--- src/rtl/sprite_loader_pkg.sv ---
// rtl/sprite_loader_pkg.sv - shared state encodings and command bytes for the sprite loader
package sprite_loader_pkg;

    typedef logic [1:0] state_t;

    localparam state_t ST_IDLE = 2'd0;
    localparam state_t ST_PAL  = 2'd1;
    localparam state_t ST_IMG  = 2'd2;
    localparam state_t ST_DONE = 2'd3;

    localparam logic [7:0] CMD_PAL  = 8'hA5;
    localparam logic [7:0] CMD_IMG0 = 8'h5A;
    localparam logic [7:0] CMD_IMG1 = 8'h5B;

    localparam int PAL_ENTRIES = 256;

endpackage

--- src/rtl/sprite_loader.sv ---
// rtl/sprite_loader.sv - byte-stream loader filling sprite image and palette BRAM write ports
module sprite_loader
    import sprite_loader_pkg::*;
#(
    parameter int WIDTH   = 256,
    parameter int HEIGHT  = 256,
    parameter int TIMEOUT = 1000000,
    localparam int AW     = $clog2(WIDTH * HEIGHT * 2)
) (
    input  logic          pixel_clk_in,
    input  logic          rst_in,
    input  logic [7:0]    byte_in,
    input  logic          byte_valid_in,
    output logic          byte_ready_out,
    input  logic          abort_in,
    output logic          img_we_out,
    output logic [AW-1:0] img_addr_out,
    output logic [7:0]    img_data_out,
    output logic          pal_we_out,
    output logic [7:0]    pal_addr_out,
    output logic [23:0]   pal_data_out,
    output logic          busy_out,
    output logic          done_out,
    output logic          err_out
);

    localparam int TW = $clog2(TIMEOUT + 1);
    localparam logic [AW-1:0] FRAME1_BASE = AW'(WIDTH * HEIGHT);
    localparam logic [AW-1:0] IMG_LAST    = AW'(WIDTH * HEIGHT - 1);
    localparam logic [TW-1:0] TO_LAST     = TW'(TIMEOUT - 1);
    localparam logic [7:0]    PAL_LAST    = 8'(PAL_ENTRIES - 1);

    state_t        state_q, state_d;
    logic [AW-1:0] cnt_q, cnt_d;
    logic          frame_q, frame_d;
    logic [1:0]    phase_q, phase_d;
    logic [7:0]    entry_q, entry_d;
    logic [15:0]   rg_q, rg_d;
    logic [TW-1:0] to_cnt_q, to_cnt_d;
    logic          img_we_q, img_we_d;
    logic [AW-1:0] img_addr_q, img_addr_d;
    logic [7:0]    img_data_q, img_data_d;
    logic          pal_we_q, pal_we_d;
    logic [7:0]    pal_addr_q, pal_addr_d;
    logic [23:0]   pal_data_q, pal_data_d;
    logic          err_q, err_d;
    logic          xfer;
    logic [AW-1:0] img_base;

    // Abort gates ready combinationally so the byte offered that cycle stays with the source.
    assign byte_ready_out = (state_q != ST_DONE) && !abort_in;
    assign xfer           = byte_valid_in && byte_ready_out;
    assign img_base       = frame_q ? FRAME1_BASE : '0;

    always_comb begin
        state_d    = state_q;
        cnt_d      = cnt_q;
        frame_d    = frame_q;
        phase_d    = phase_q;
        entry_d    = entry_q;
        rg_d       = rg_q;
        to_cnt_d   = to_cnt_q;
        img_we_d   = 1'b0;
        img_addr_d = img_addr_q;
        img_data_d = img_data_q;
        pal_we_d   = 1'b0;
        pal_addr_d = pal_addr_q;
        pal_data_d = pal_data_q;
        err_d      = 1'b0;

        if (abort_in) begin
            state_d  = ST_IDLE;
            cnt_d    = '0;
            phase_d  = '0;
            entry_d  = '0;
            to_cnt_d = '0;
        end else begin
            case (state_q)
                ST_IDLE: begin
                    if (xfer) begin
                        cnt_d    = '0;
                        phase_d  = '0;
                        entry_d  = '0;
                        to_cnt_d = '0;
                        case (byte_in)
                            CMD_PAL:  state_d = ST_PAL;
                            CMD_IMG0: begin state_d = ST_IMG; frame_d = 1'b0; end
                            CMD_IMG1: begin state_d = ST_IMG; frame_d = 1'b1; end
                            default:  err_d = 1'b1;
                        endcase
                    end
                end
                ST_PAL: begin
                    if (xfer) begin
                        to_cnt_d = '0;
                        rg_d     = {rg_q[7:0], byte_in};
                        if (phase_q == 2'd2) begin
                            phase_d    = '0;
                            pal_we_d   = 1'b1;
                            pal_addr_d = entry_q;
                            pal_data_d = {rg_q, byte_in};
                            if (entry_q == PAL_LAST) state_d = ST_DONE;
                            else                     entry_d = entry_q + 8'd1;
                        end else begin
                            phase_d = phase_q + 2'd1;
                        end
                    end else if (to_cnt_q == TO_LAST) begin
                        state_d = ST_IDLE;
                        err_d   = 1'b1;
                    end else begin
                        to_cnt_d = to_cnt_q + 1'b1;
                    end
                end
                ST_IMG: begin
                    if (xfer) begin
                        to_cnt_d   = '0;
                        img_we_d   = 1'b1;
                        img_addr_d = img_base + cnt_q;
                        img_data_d = byte_in;
                        if (cnt_q == IMG_LAST) state_d = ST_DONE;
                        else                   cnt_d   = cnt_q + 1'b1;
                    end else if (to_cnt_q == TO_LAST) begin
                        state_d = ST_IDLE;
                        err_d   = 1'b1;
                    end else begin
                        to_cnt_d = to_cnt_q + 1'b1;
                    end
                end
                ST_DONE: state_d = ST_IDLE;
                default: state_d = ST_IDLE;
            endcase
        end
    end

    always_ff @(posedge pixel_clk_in) begin
        if (rst_in) begin
            state_q    <= ST_IDLE;
            cnt_q      <= '0;
            frame_q    <= 1'b0;
            phase_q    <= '0;
            entry_q    <= '0;
            rg_q       <= '0;
            to_cnt_q   <= '0;
            img_we_q   <= 1'b0;
            img_addr_q <= '0;
            img_data_q <= '0;
            pal_we_q   <= 1'b0;
            pal_addr_q <= '0;
            pal_data_q <= '0;
            err_q      <= 1'b0;
        end else begin
            state_q    <= state_d;
            cnt_q      <= cnt_d;
            frame_q    <= frame_d;
            phase_q    <= phase_d;
            entry_q    <= entry_d;
            rg_q       <= rg_d;
            to_cnt_q   <= to_cnt_d;
            img_we_q   <= img_we_d;
            img_addr_q <= img_addr_d;
            img_data_q <= img_data_d;
            pal_we_q   <= pal_we_d;
            pal_addr_q <= pal_addr_d;
            pal_data_q <= pal_data_d;
            err_q      <= err_d;
        end
    end

    assign img_we_out   = img_we_q;
    assign img_addr_out = img_addr_q;
    assign img_data_out = img_data_q;
    assign pal_we_out   = pal_we_q;
    assign pal_addr_out = pal_addr_q;
    assign pal_data_out = pal_data_q;
    assign busy_out     = (state_q != ST_IDLE);
    assign done_out     = (state_q == ST_DONE);
    assign err_out      = err_q;

endmodule

--- config.mk ---
export PLATFORM = sky130hd
export DESIGN_NAME = sprite_loader
export DESIGN_NICKNAME = d
export VERILOG_FILES = /design/src/rtl/sprite_loader_pkg.sv /design/src/rtl/sprite_loader.sv
export SDC_FILE = /design/constraint.sdc
export NUM_CORES = 1
export LEC_CHECK = 0
export ABC_AREA = 1
export CAP_MARGIN = 20
export CORE_AREA = 2 2 101 113
export DETAILED_ROUTE_END_ITERATION = 16
export DIE_AREA = 0 0 103 115
export PLACE_DENSITY = 0.89
export SYNTH_ARGS = -nofsm -noshare
export SYNTH_HDL_FRONTEND = slang
export SYNTH_SLANG_ARGS = --single-unit
--- constraint.sdc ---
create_clock -name pixel_clk_in -period 2.3 [get_ports pixel_clk_in]
set_input_delay 0.345 -clock pixel_clk_in [delete_from_list [all_inputs] [get_ports pixel_clk_in]]
set_output_delay 0.345 -clock pixel_clk_in [all_outputs]
set_load 0.05 [all_outputs]
### Yosys cells after proc, flatten, opt, wreduce, memory -nomap -nowiden

Cells that the tools add are included.

* register bits: 126
* bits in latches: 0
* memory bits (writable): 0
* memory bits (read-only): 0
* input port bits: 12
* output and inout bits: 63
* memories: 0

* add/sub/neg operators: 5
* $mul: 0
* div/mod/pow operators: 0
* $lt $le $gt $ge: 0
* equality and inequality tests: 22
* shifts and indexed selects: 0
* mux-type cells: 35
* bitwise operators: 4
* reduce and logical (&&, ||, !) cells: 24

Operators by type and width (number)
* 17-bit two-way mux: 4
* 20-bit two-way mux: 3
* 20-bit one-hot mux with 2 select lines: 1
* 17-bit one-hot mux with 2 select lines: 1
* 8-bit two-way mux: 4
* 20-bit by 1-bit adder with 20-bit output, second input constant: 1
* 20-bit == test, second input constant: 1
* 2-bit two-way mux: 10
* 17-bit by 1-bit adder with 17-bit output, second input constant: 1
* 17-bit adder: 1
* 17-bit by 16-bit == test with 1-bit output, second input constant: 1
* 8-bit by 7-bit == test with 1-bit output, second input constant: 2
* 8-bit == test, second input constant: 2
* 8-bit one-hot mux with 2 select lines: 1
* 2-bit != test, second input constant: 7
* 3-bit != test, second input constant: 4
* 3-bit AND reduction: 4
* 4-bit AND reduction: 3
* 5-bit AND reduction: 2
* 2-bit nonzero test: 5
* 8-bit by 1-bit adder with 8-bit output, second input constant: 1
* 2-bit one-hot mux with 2 select lines: 2
* 2-bit one-hot mux with 4 select lines: 1
* 2-bit == test, second input constant: 3
* 12 further kinds: 25

### Longest topological paths before layout

* depth after elaboration: 5
* depth in mapped cells: 17
* depth with buffers taken out: 17

### Worst setup path after synthesis

Ideal clock, no wire load.

* path kind: register to register
* start: reg state_q[0]
* end: reg img_data_q[4], in the netlist img_data_out[4]
* setup time: 0.132 ns
* arrival: 2.032 ns
* path slack: 0.136 ns
* cell stages (with the launch flop): 10
* period minus slack after synthesis: 2.164 ns
* path through: dfxtp_1 -> ha_1 -> nor2_4 -> nand2_8 -> inv_2 -> buf_4 -> nand2_2 -> buf_2 -> nand2_1 -> a21oi_1

* longest elaborated chain between the ends: 4

RTL lines
* from (decl): line sprite_loader.sv:33 `state_t state_q, state_d;`
* from (signal assigned): line sprite_loader.sv:152 `state_q <= state_d;`
* 2-bit != test: line sprite_loader.sv:51 `assign byte_ready_out = (state_q != ST_DONE) && !abort_in;`
* 1-bit logical AND: line sprite_loader.sv:51
* net byte_ready_out: line sprite_loader.sv:14 `output logic byte_ready_out,`
* 1-bit logical AND: line sprite_loader.sv:52 `assign xfer = byte_valid_in && byte_ready_out;`
* 3-bit AND reduction (no line)
* to (signal assigned): line sprite_loader.sv:161 `img_data_q <= img_data_d;`
* to (decl): line sprite_loader.sv:42 `logic [7:0] img_data_q, img_data_d;`

The timed path passes the listed nets, and every way through them passes these cells.
A chain may end at the register's enable or synchronous reset.

### Worst setup path after layout

* start: reg cnt_q[1]
* end: reg cnt_q[16]

* longest elaborated chain between the ends: 4

RTL lines
* from (decl): line sprite_loader.sv:34 `logic [AW-1:0] cnt_q, cnt_d;`
* from (signal assigned): line sprite_loader.sv:153 `cnt_q <= cnt_d;`
* 17-bit by 1-bit adder with 17-bit output: line sprite_loader.sv:121 `else cnt_d = cnt_q + 1'b1;`
* 17-bit two-way mux: line sprite_loader.sv:120 `if (cnt_q == IMG_LAST) state_d = ST_DONE;`
* 17-bit two-way mux: line sprite_loader.sv:115 `if (xfer) begin`
* 17-bit one-hot mux with 2 select lines: line sprite_loader.sv:78 `case (state_q)`

Parallel ways exist; a longest one is shown, timed or not. The select of a mux whose other input is x is not followed.

==> impl_metrics.json <==
{
  "min-delay-start": "img_addr_out[11]",
  "viasPerCell": 5.42,
  "finalSetupViolCount": 0,
  "dieWidth_um": 103,
  "drv_cap": 0,
  "area_growth_pct": 28.3,
  "n_fill_cell": 810,
  "tightest_slew_ps": 702,
  "clk_latency_ps": 420,
  "yosysSeqAreaShare_pct": 43.7,
  "fmax_mhz": 445,
  "reg2reg_depth": 14,
  "fin_hold_ws_ps": 462,
  "yosysTopAreaCell": "dfxtp_1",
  "root_buffer": "clkbuf_16",
  "yosysTopAreaCellShare_pct": 43.7,
  "hold_end": "img_addr_out[11]",
  "p_total_mw": 5.07,
  "reg2reg_from": "cnt_q[1]",
  "cpLargestDelayFamily": "simple AND/OR/NAND/NOR gates",
  "dp.cells": 1027,
  "vias": 5786,
  "cts_tree": "built",
  "finalInstanceArea_mm2": 0.00740,
  "multi_input_area_mm2": 0.00282,
  "cts_inserted_buffers": 17,
  "timing.final.ws_setup_ps": 55.0,
  "dp_hpwl_mm": 9.53,
  "grt_max_degree": 43,
  "cp_slowest_cell": "dfxtp_4",
  "hold_viol_final": 0,
  "postPlaceCellArea_mm2": 0.00668,
  "cts_sinks": 126,
  "rrSetupSlack_ps": 60,
  "outcome": "finished clean",
  "num_rows": 40,
  "worst_ep_arrival_time_ps": 2590,
  "worst-path-max-fanout": 4,
  "grt_use_total_pct": 25.5,
  "start_util_pct": 53.9,
  "layout-drive-gt1-share_pct": 11.2,
  "nNetsFinal": 927,
  "antenna_found_initial": 0,
  "die_y_um": 115,
  "grt_overflow": 0,
  "htree_levels": 4,
  "worstSetupStartpointType": "flop",
  "core-area_mm2": 0.0107,
  "worstPathCellList": "ha_4 -> nand2_1 -> nor2_2 -> and2_4 -> nand2_2 -> nor4_4 -> ha_2 -> inv_1 -> nand4_1 -> buf_4 -> nand2_2 -> o21ai_0 -> o21ai_0 -> nor2_1",
  "layout_min_cycle_time_ps": 2240,
  "syn_inst": 821,
  "post_drt_wl_per_cell_um": 14.4,
  "final_common_cell": "nand2_1",
  "grt_pass1_vias": 5368,
  "ir_drop_mv": 0.441,
  "p_leak_nw": 2.85,
  "path_buf_inv": 2,
  "drtAntennaViolNets": 0,
  "min_path_cells": 2,
  "final_cells": 1067,
  "clk_path_buf_depth": 2,
  "finalClockSkew_ps": 6.67,
  "syn_area_per_cell_um2": 7.03,
  "pre_cts_ws_ps": -43.0,
  "antenna_cells_inserted": 0,
  "endpoint_kind": "flop",
  "hp-class": "reg2reg",
  "timing.final.crit_share_pct": 97.6,
  "slew_headroom_pct": 53.1,
  "crit_type": "reg2reg",
  "drv_slew": 0,
  "hold_buffers": 0,
  "ys_ff_latch": 126,
  "max_stage_delay_ps": 380,
  "cp_data_required_time_ps": 2640,
  "place.gp.congestion": 0.945,
  "die-area_mm2": 0.0118,
  "final_cell_mix": "nand2_1, dfxtp_1, nor2_1, a21oi_1, inv_1",
  "syn_nets": 841,
  "drc_errors": 0,
  "grt_pass1_wl_mm": 24.2,
  "powerDensity_mw_per_mm2": 684,
  "synth_area_mm2": 0.00577,
  "synth.area.top_cells": "dfxtp_1, nand2_1, nor2_1, a21oi_1, inv_1",
  "r2r_end": "cnt_q[16]",
  "drtIter0Drc": 497,
  "firstDrtPassIters": 5,
  "numPortBuffers": 74,
  "cts.clk_slew.worst_paths_ps": 60,
  "yosysWarnings": 0,
  "wl_mm": 15.4,
  "regArea_mm2": 0.00253,
  "pin_count": 75,
  "yosysUniqueCellTypes": 37
}
registers in the layout, summed over array words and instances (netlist names):
name,cells
pal_data_out,24
to_cnt_q,20
cnt_q,17
img_addr_out,17
rg_q,16
entry_q,8
img_data_out,8
pal_addr_out,8
phase_q,2
state_q,2
err_out,1
frame_q,1
img_we_out,1
pal_we_out,1
metal layers:
layer	vias to the layer above	track usage (%)	part of all wire (%)
li1	2855	-	-
met1	2654	30.1	41
met2	235	43.3	50
met3	42	6.44	6.1
met4	0	11.6	2.6
met5	-	0	0
synthesized netlist by cell type (all sizes together):
cell type,n
a211oi,6
a21oi,82
a221oi,1
and2,2
buf,17
clkbuf,15
clkinv,2
dfxtp,126
ha,8
inv,87
nand2,181
nand3,64
nand3b,1
nand4,20
nor2,129
nor3,9
nor4,2
o21a,3
o21ai,60
o21bai,3
or2,1
xor2,2
metrics by stage:
stage | utilization (%) | TNS [ps]
after floorplan | - | 0
after global placement | 62.4 | 0
after detailed placement | 62.4 | -124
after CTS | 68.0 | 0
after global routing | 69.1 | -97.1
final | 69.1 | 0
report_power, final:
group	switching, mW	total (mW)	leakage, nW	internal (mW)
Combinational	0.125	0.184	1.54	0.0586
Clock	1.15	2.70	0.289	1.55
Sequential	0.00225	2.19	1.02	2.18
cells by family (layout without fill, tap and decap cells):
logic type / count (synthesis) / in the layout / synth area share (%)
AO/OA/AOI/OAI: 155 / 155 / 14.4
XOR/XNOR: 2 / 2 / 0.304
adder cells (fa/ha/maj): 8 / 8 / 1.74
buffers and inverters: 121 / 218 / 8.59
flip-flops: 126 / 126 / 43.7
AND/OR/NAND/NOR: 409 / 411 / 31.3
area by class of cell:
type / instances / area share [%]
clock buffers: 17 / 5.75
flip-flops and latches: 126 / 34.2
inverters: 89 / 4.56
clock inverters: 15 / 2.26
multi-input cells: 576 / 38.1
well taps: 147 / 2.48
repair buffers: 97 / 12.6
tightest hold or removal path: stages, from the launching register on:
cell and delay, ps:
dfxtp_1 310, nand2_1 60, a21oi_1 50
what timing repair did:
action	in CTS	in global routing
resized for setup	3	23
hold endpoints to repair	0	0
cloned	0	2
pin swaps	0	6
setup buffers	0	6
setup endpoints to repair	17	19
how the worst max path moves through the flow:
| stage | to | cells after the start | start |
|---|---|---|---|
| 2_1_floorplan | img_data_out[4] | 9 | state_q[0] |
| 3_3_place_gp | cnt_q[12] | 14 | cnt_q[1] |
| 3_5_place_dp | cnt_q[12] | 14 | cnt_q[1] |
| 4_1_cts | cnt_q[12] | 14 | cnt_q[1] |
| 5_1_grt | cnt_q[16] | 14 | cnt_q[1] |
| 6_report | cnt_q[16] | 14 | cnt_q[1] |
No activity file was read; power rests on OpenSTA's default activity.
